<file path="src/rtl/ui_pkg.sv">
// Shared types and constants for the burst-read-to-ASCII dumper.
package ui_pkg;

  typedef enum logic [2:0] {
    ST_IDLE,
    ST_ISSUE,
    ST_WAIT,
    ST_HEX,
    ST_SEP,
    ST_CR,
    ST_LF,
    ST_DONE
  } state_t;

  localparam logic [7:0] SPACE = 8'h20;
  localparam logic [7:0] CR    = 8'h0D;
  localparam logic [7:0] LF    = 8'h0A;
  localparam logic [7:0] DASH  = 8'h2D;

  // Hex digits needed to print a word of the given bit width.
  function automatic int nibble_count(input int width);
    return (width + 3) / 4;
  endfunction

endpackage

</file>
<file path="src/rtl/ui_hex_nibble.sv">
// Combinational 4-bit value to uppercase ASCII hex digit.
module ui_hex_nibble (
  input  logic [3:0] nib,
  output logic [7:0] chr
);

  always_comb begin
    if (nib < 4'd10) chr = 8'h30 + {4'h0, nib};
    else             chr = 8'h37 + {4'h0, nib};
  end

endmodule

</file>
<file path="src/rtl/ui_burst_rd.sv">
// Reads a burst of words from one of NCH memory channels and prints them as
// space-separated hex terminated by CR LF into a character FIFO.
module ui_burst_rd
  import ui_pkg::*;
#(
  parameter int NCH       = 2,
  parameter int ADDRWIDTH = 10,
  parameter int DWIDTH    = 18,
  parameter int LENWIDTH  = 8,
  parameter int TIMEOUT   = 255,
  localparam int CHW      = (NCH > 1) ? $clog2(NCH) : 1
) (
  input  logic                    clk,
  input  logic                    rst,
  input  logic                    cmd_val,
  output logic                    cmd_rdy,
  input  logic [CHW-1:0]          cmd_chan,
  input  logic [ADDRWIDTH-1:0]    cmd_addr,
  input  logic [LENWIDTH-1:0]     cmd_len,
  output logic [NCH-1:0]          mem_rd,
  output logic [ADDRWIDTH-1:0]    mem_addr,
  input  logic [NCH-1:0]          mem_rdy,
  input  logic [NCH*DWIDTH-1:0]   mem_rdata,
  input  logic                    char_fifo_full,
  output logic [7:0]              char_fifo_din,
  output logic                    char_fifo_wr_en,
  output logic                    done,
  output logic [7:0]              miss_cnt
);

  localparam int ND  = nibble_count(DWIDTH);
  localparam int DPW = ND * 4;
  localparam int NIW = (ND > 1) ? $clog2(ND) : 1;
  localparam int TW  = (TIMEOUT > 1) ? $clog2(TIMEOUT) : 1;
  localparam logic [NIW-1:0] NIB_TOP  = NIW'(ND - 1);
  localparam logic [TW-1:0]  TMR_LAST = TW'(TIMEOUT - 1);

  function automatic logic [7:0] sat_inc8(input logic [7:0] v);
    return (v == 8'hFF) ? v : v + 8'd1;
  endfunction

  state_t                 state, state_nxt;
  logic [CHW-1:0]         chan_q;
  logic [ADDRWIDTH-1:0]   addr_q;
  logic [LENWIDTH-1:0]    rem_q;
  logic [DPW-1:0]         data_q;
  logic [NIW-1:0]         nib_q;
  logic [TW-1:0]          tmr_q;
  logic                   miss_q;
  logic [7:0]             miss_cnt_q;

  logic                   rdy_sel;
  logic [DWIDTH-1:0]      rdata_sel;
  logic [NCH-1:0]         chan_hot;
  logic [3:0]             nib_val;
  logic [7:0]             hex_chr;
  logic                   timeout_hit;
  logic                   push;

  // Demultiplex the selected channel's handshake and data slice.
  always_comb begin
    rdy_sel   = 1'b0;
    rdata_sel = '0;
    chan_hot  = '0;
    for (int k = 0; k < NCH; k++) begin
      if (chan_q == CHW'(k)) begin
        rdy_sel     = mem_rdy[k];
        rdata_sel   = mem_rdata[k*DWIDTH +: DWIDTH];
        chan_hot[k] = 1'b1;
      end
    end
  end

  assign nib_val     = 4'(data_q >> {nib_q, 2'b00});
  assign timeout_hit = (tmr_q == TMR_LAST);
  assign push        = char_fifo_wr_en;
  assign mem_addr    = addr_q;
  assign miss_cnt    = miss_cnt_q;

  ui_hex_nibble u_hex (
    .nib (nib_val),
    .chr (hex_chr)
  );

  always_ff @(posedge clk) begin
    if (rst) state <= ST_IDLE;
    else     state <= state_nxt;
  end

  always_comb begin
    state_nxt       = state;
    cmd_rdy         = 1'b0;
    mem_rd          = '0;
    char_fifo_wr_en = 1'b0;
    char_fifo_din   = 8'h00;
    done            = 1'b0;
    case (state)
      ST_IDLE: begin
        cmd_rdy = 1'b1;
        if (cmd_val) state_nxt = (cmd_len == '0) ? ST_CR : ST_ISSUE;
      end
      ST_ISSUE: begin
        mem_rd    = chan_hot;
        state_nxt = ST_WAIT;
      end
      ST_WAIT: begin
        if (rdy_sel || timeout_hit) state_nxt = ST_HEX;
      end
      ST_HEX: begin
        char_fifo_din   = miss_q ? DASH : hex_chr;
        char_fifo_wr_en = !char_fifo_full;
        if (!char_fifo_full && nib_q == '0)
          state_nxt = (rem_q != LENWIDTH'(1)) ? ST_SEP : ST_CR;
      end
      ST_SEP: begin
        char_fifo_din   = SPACE;
        char_fifo_wr_en = !char_fifo_full;
        if (!char_fifo_full) state_nxt = ST_ISSUE;
      end
      ST_CR: begin
        char_fifo_din   = CR;
        char_fifo_wr_en = !char_fifo_full;
        if (!char_fifo_full) state_nxt = ST_LF;
      end
      ST_LF: begin
        char_fifo_din   = LF;
        char_fifo_wr_en = !char_fifo_full;
        if (!char_fifo_full) state_nxt = ST_DONE;
      end
      ST_DONE: begin
        done      = 1'b1;
        state_nxt = ST_IDLE;
      end
      default: state_nxt = ST_IDLE;
    endcase
  end

  // Control: address, digit index, rdy timer, miss tracking.
  always_ff @(posedge clk) begin
    if (rst) begin
      addr_q     <= '0;
      nib_q      <= '0;
      tmr_q      <= '0;
      miss_q     <= 1'b0;
      miss_cnt_q <= 8'h00;
    end else begin
      case (state)
        ST_IDLE: begin
          if (cmd_val) addr_q <= cmd_addr;
        end
        ST_ISSUE: begin
          tmr_q  <= '0;
          miss_q <= 1'b0;
        end
        ST_WAIT: begin
          if (rdy_sel) begin
            nib_q  <= NIB_TOP;
            miss_q <= 1'b0;
          end else if (timeout_hit) begin
            nib_q      <= NIB_TOP;
            miss_q     <= 1'b1;
            miss_cnt_q <= sat_inc8(miss_cnt_q);
          end else begin
            tmr_q <= tmr_q + TW'(1);
          end
        end
        ST_HEX: begin
          if (push && nib_q != '0) nib_q <= nib_q - NIW'(1);
        end
        ST_SEP: begin
          if (push) addr_q <= addr_q + ADDRWIDTH'(1);
        end
        default: ;
      endcase
    end
  end

  // Data: command fields and the captured word carry no reset.
  always_ff @(posedge clk) begin
    case (state)
      ST_IDLE: begin
        if (cmd_val) begin
          chan_q <= cmd_chan;
          rem_q  <= cmd_len;
        end
      end
      ST_WAIT: begin
        if (rdy_sel) data_q <= DPW'(rdata_sel);
      end
      ST_SEP: begin
        if (push) rem_q <= rem_q - LENWIDTH'(1);
      end
      default: ;
    endcase
  end

endmodule

</file>
<file path="config.mk">
export PLATFORM = sky130hd
export DESIGN_NAME = ui_burst_rd
export DESIGN_NICKNAME = d
export VERILOG_FILES = /design/src/rtl/ui_pkg.sv /design/src/rtl/ui_hex_nibble.sv /design/src/rtl/ui_burst_rd.sv
export SDC_FILE = /design/constraint.sdc
export NUM_CORES = 1
export LEC_CHECK = 0
export CAP_MARGIN = 10
export CORE_UTILIZATION = 50
export CTS_CLUSTER_DIAMETER = 200
export DETAILED_ROUTE_END_ITERATION = 12
export PLACE_DENSITY = 0.81
export SETUP_SLACK_MARGIN = 0.05
export SLEW_MARGIN = 15
export SYNTH_ARGS = -nofsm -noshare
export SYNTH_HDL_FRONTEND = slang
export SYNTH_HIERARCHICAL = 1
export SYNTH_SLANG_ARGS = --single-unit
</file>
<file path="constraint.sdc">
create_clock -name clk -period 3.42 [get_ports clk]
set_input_delay 0.342 -clock clk [delete_from_list [all_inputs] [get_ports clk]]
set_output_delay 0.342 -clock clk [all_outputs]
set_load 0.01 [all_outputs]
</file>
==> flow_summary.ini <==
[clock_network]
postCtsSetupRepairBufs = 0
tritoncts = done
cts_num_sinks = 60
insertion_delay_ns = 0.34
h-tree-depth = 3
cts.clk_slew.worst_paths_ns = 0.06
clockRootBuffer = clkbuf_8
cts.path.max_buffers = 2
cts_buffers = 9

[timing]
tns_ns = 0
max_slew_margin_pct = 53.81
final.setup_skew_ns = 0.004927
finalHoldViolCount = 0
layout_min_cycle_time_ns = 3.065
rsz0062_at_grt = false
fin_crit_sh_pct = 89.62
fmax_ghz = 0.3263
setup_viol_count_final = 0
drv_slew = 0
worstMarginPinSlew_ns = 0.6903

[layout]
final_cell_mix = clkdlybuf4s50_1 (90), nand2_1 (39), dfxtp_1 (31)
layout.nets = 548
n_fill_cell = 543
syn_to_final_growth_pct = 30.78
drive_above_1_share_pct = 10.77
postLayoutCellArea_um2 = 4811
mostFrequentLayoutCell = clkdlybuf4s50_1
antennaDiodeCount = 0

[synthesis]
synth_cells = 399
synthArstFlopShare_pct = 0
synth_top_area_share_pct = 22.04
ys_ff_latch = 60
synth_edf_count = 27
yosys_warnings = 6
ys_types = 67
syn-num-nets = 469
avgSynthCellArea_um2 = 9.219
ys.flop_type = dfxtp_1
seq_area_frac_synth_pct = 40.00
synth_top_cell_by_area = edfxtp_1
synth_area_um2 = 3679
synthTopCellsByArea = edfxtp_1 (22%), dfxtp_1 (18%), mux2_2 (6.1%)

[floorplan]
rows = 30
die_y_um = 87.78
core_um2 = 6944
start_util_pct = 52.97
die_x_um = 87.78
io_pins = 92
dieArea_um2 = 7704

[routing]
via_per_inst = 5.836
vias = 3379
wire_per_inst_um = 15.60
drc = 0
postRouteAntennaNets = 0
finalWirelength_mm = 9.032
first_pass_iters = 5
drt_iter0_markers = 252

[critical_path]
path_delay_family = compound AO/OA/AOI/OAI gates
worstReg2RegStart = state[1]$_SDFFE_PP0P_
critPathLaunchType = register
worstPathMaxFanout = 13
worst-setup-path-type = reg -> out
arrival_ns = 2.72
crit_buf_inv = 2
cp_cell_sequence = mux2i_1 -> o21ai_0 -> nand2_1 -> o31ai_1 -> inv_1 -> ha_1 -> a21bo_1 -> o21ai_0 -> o21ai_0 -> a21oi_1 -> clkdlybuf4s50_1
cp_common_cell = o21ai_0
cp-startpoint = nib_q[2]$_SDFFE_PP0P_
worst_setup_path_end_kind = output pin
critical-path-slowest-cell = clkdlybuf4s50_1
max_stage_delay_ns = 0.55
worstPathRequired_ns = 3.08

[power_and_ir_drop]
leakagePower_nw = 1.663
seqPwrFrac_pct = 40.4
switching_share_pct = 35.44
combinationalPowerShare_pct = 36.1
power.switching_mw = 0.9351
pwr_density_cell_nw_per_um2 = 548.4
worst_ir_drop_vdd_mv = 0.2974
p_clk_share_pct = 23.5
p_int_mw = 1.703

[grt]
overflow = 0
grt_pass1_vias = 3017
grt_start_max_net_pins = 34
antenna_found_initial = 0
grt_pass1_wl_mm = 14.28
grt_usage_pct = 24.07

[placement]
place_area_um2 = 4598
hpwl_mm = 6.525
gpl.final_weighted_congestion = 0.8409
portBuffers = 90

[hold_path]
min_from = tmr_q[6]$_SDFFE_PP0P_
hp-class = reg -> reg

[flow_run]
max_cap_viol_count = 0

[run_status]
outcome = completed
synthesized netlist by cell type, types with 4 or more instances:
cell,instances
a2111o_1,4
a21oi_1,25
a31oi_1,5
and2_1,7
and3_1,5
buf_4,4
clkbuf_1,15
dfxtp_1,33
edfxtp_1,27
ha_1,9
inv_1,14
mux2_2,20
mux2i_1,7
nand2_1,39
nand2b_1,6
nand3_1,14
nand4_1,9
nor2_1,18
nor2b_1,7
nor3_1,6
nor3b_1,5
nor4_1,6
o21ai_0,26
o31ai_1,9
or3_1,6
or4_1,5
xnor2_1,4
repair_timing:
item / in CTS / in global routing
cloned: 0 / 0
resized for setup: 1 / 3
hold buffers: 0 / 0
endpoints found under the setup margin: 2 / 3
path summary, 6_finish.rpt:
check,to,slack (ns),cells past startpoint
worst min-delay path,tmr_q[6]$_SDFFE_PP0P_,0.49,2
worst max register to register,miss_cnt[7]$_SDFFE_PP0P_,1.15,4
worst max-delay path,char_fifo_din[2],0.36,11
worst min register to register,tmr_q[6]$_SDFFE_PP0P_,0.49,2
through the flow:
step / std cells / util [%] / hold slack, ns / total power, mW / setup slack, ns
final: 579 / 69.28 / 0.4854 / 2.638 / 0.3552
after global routing: 579 / 69.28 / 0.5159 / 2.787 / 0.1672
after CTS: 579 / 69.12 / 0.4744 / 2.638 / 0.1638
after detailed placement: 563 / 66.22 / 0.4665 / 2.012 / 0.3408
after global placement: 563 / 66.22 / 0.4597 / 1.983 / 0.4924
after floorplan: 399 / - / 0.4392 / 1.671 / 0.9606
cells by family after synthesis:
family	Yosys count	synth area share [%]
mux	29	9.252
xor+xnor	7	1.667
simple gates	148	22.08
other cells	1	0.1019
flops	60	40.00
buf+inv	41	5.102
compound gates	104	18.74
fa+ha+maj	9	3.061
worst reg2reg max path, cell delays in order (launching register included):
cell     delay, ns
dfxtp_1       0.67
nor3b_2       0.34
nand4_1       0.43
or4_1         0.61
a21oi_1       0.15
registers in the layout, indices dropped and copies added, names as in the netlist, 3 cells and up:
signal and count:
miss_cnt 8, data_q 18, tmr_q 8, rem_q 8, nib_q 3, state 3
mem_addr 10
power groups by stage:
stage	combinational (mW)	sequential (mW)	clock (mW)
floorplan	0.670	1.00	0
global placement	0.915	1.07	0
detailed placement	0.941	1.07	0
CTS	0.950	1.06	0.632
global route	1.05	1.08	0.659
finish	0.954	1.06	0.620
final cells by class:
| class | count | area, µm² | share of cell area, % |
|---|---|---|---|
| clock buffer | 13 | 180.2 | 3.745 |
| clock inverter | 3 | 16.27 | 0.3381 |
| inverter | 15 | 56.30 | 1.170 |
| multi-input combinational | 298 | 2033 | 42.26 |
| sequential | 60 | 1474 | 30.64 |
| tap | 96 | 120.1 | 2.497 |
| timing repair buffer | 94 | 930.9 | 19.35 |
per-layer routing:
metal,vias up,part of all wire [%],global-route usage [%]
li1,1654,-,-
met1,1602,45,32.18
met2,108,48,38.90
met3,15,5.2,5.278
met4,0,1.2,7.601
met5,-,0,0
Power figures use the tool's default switching activity.
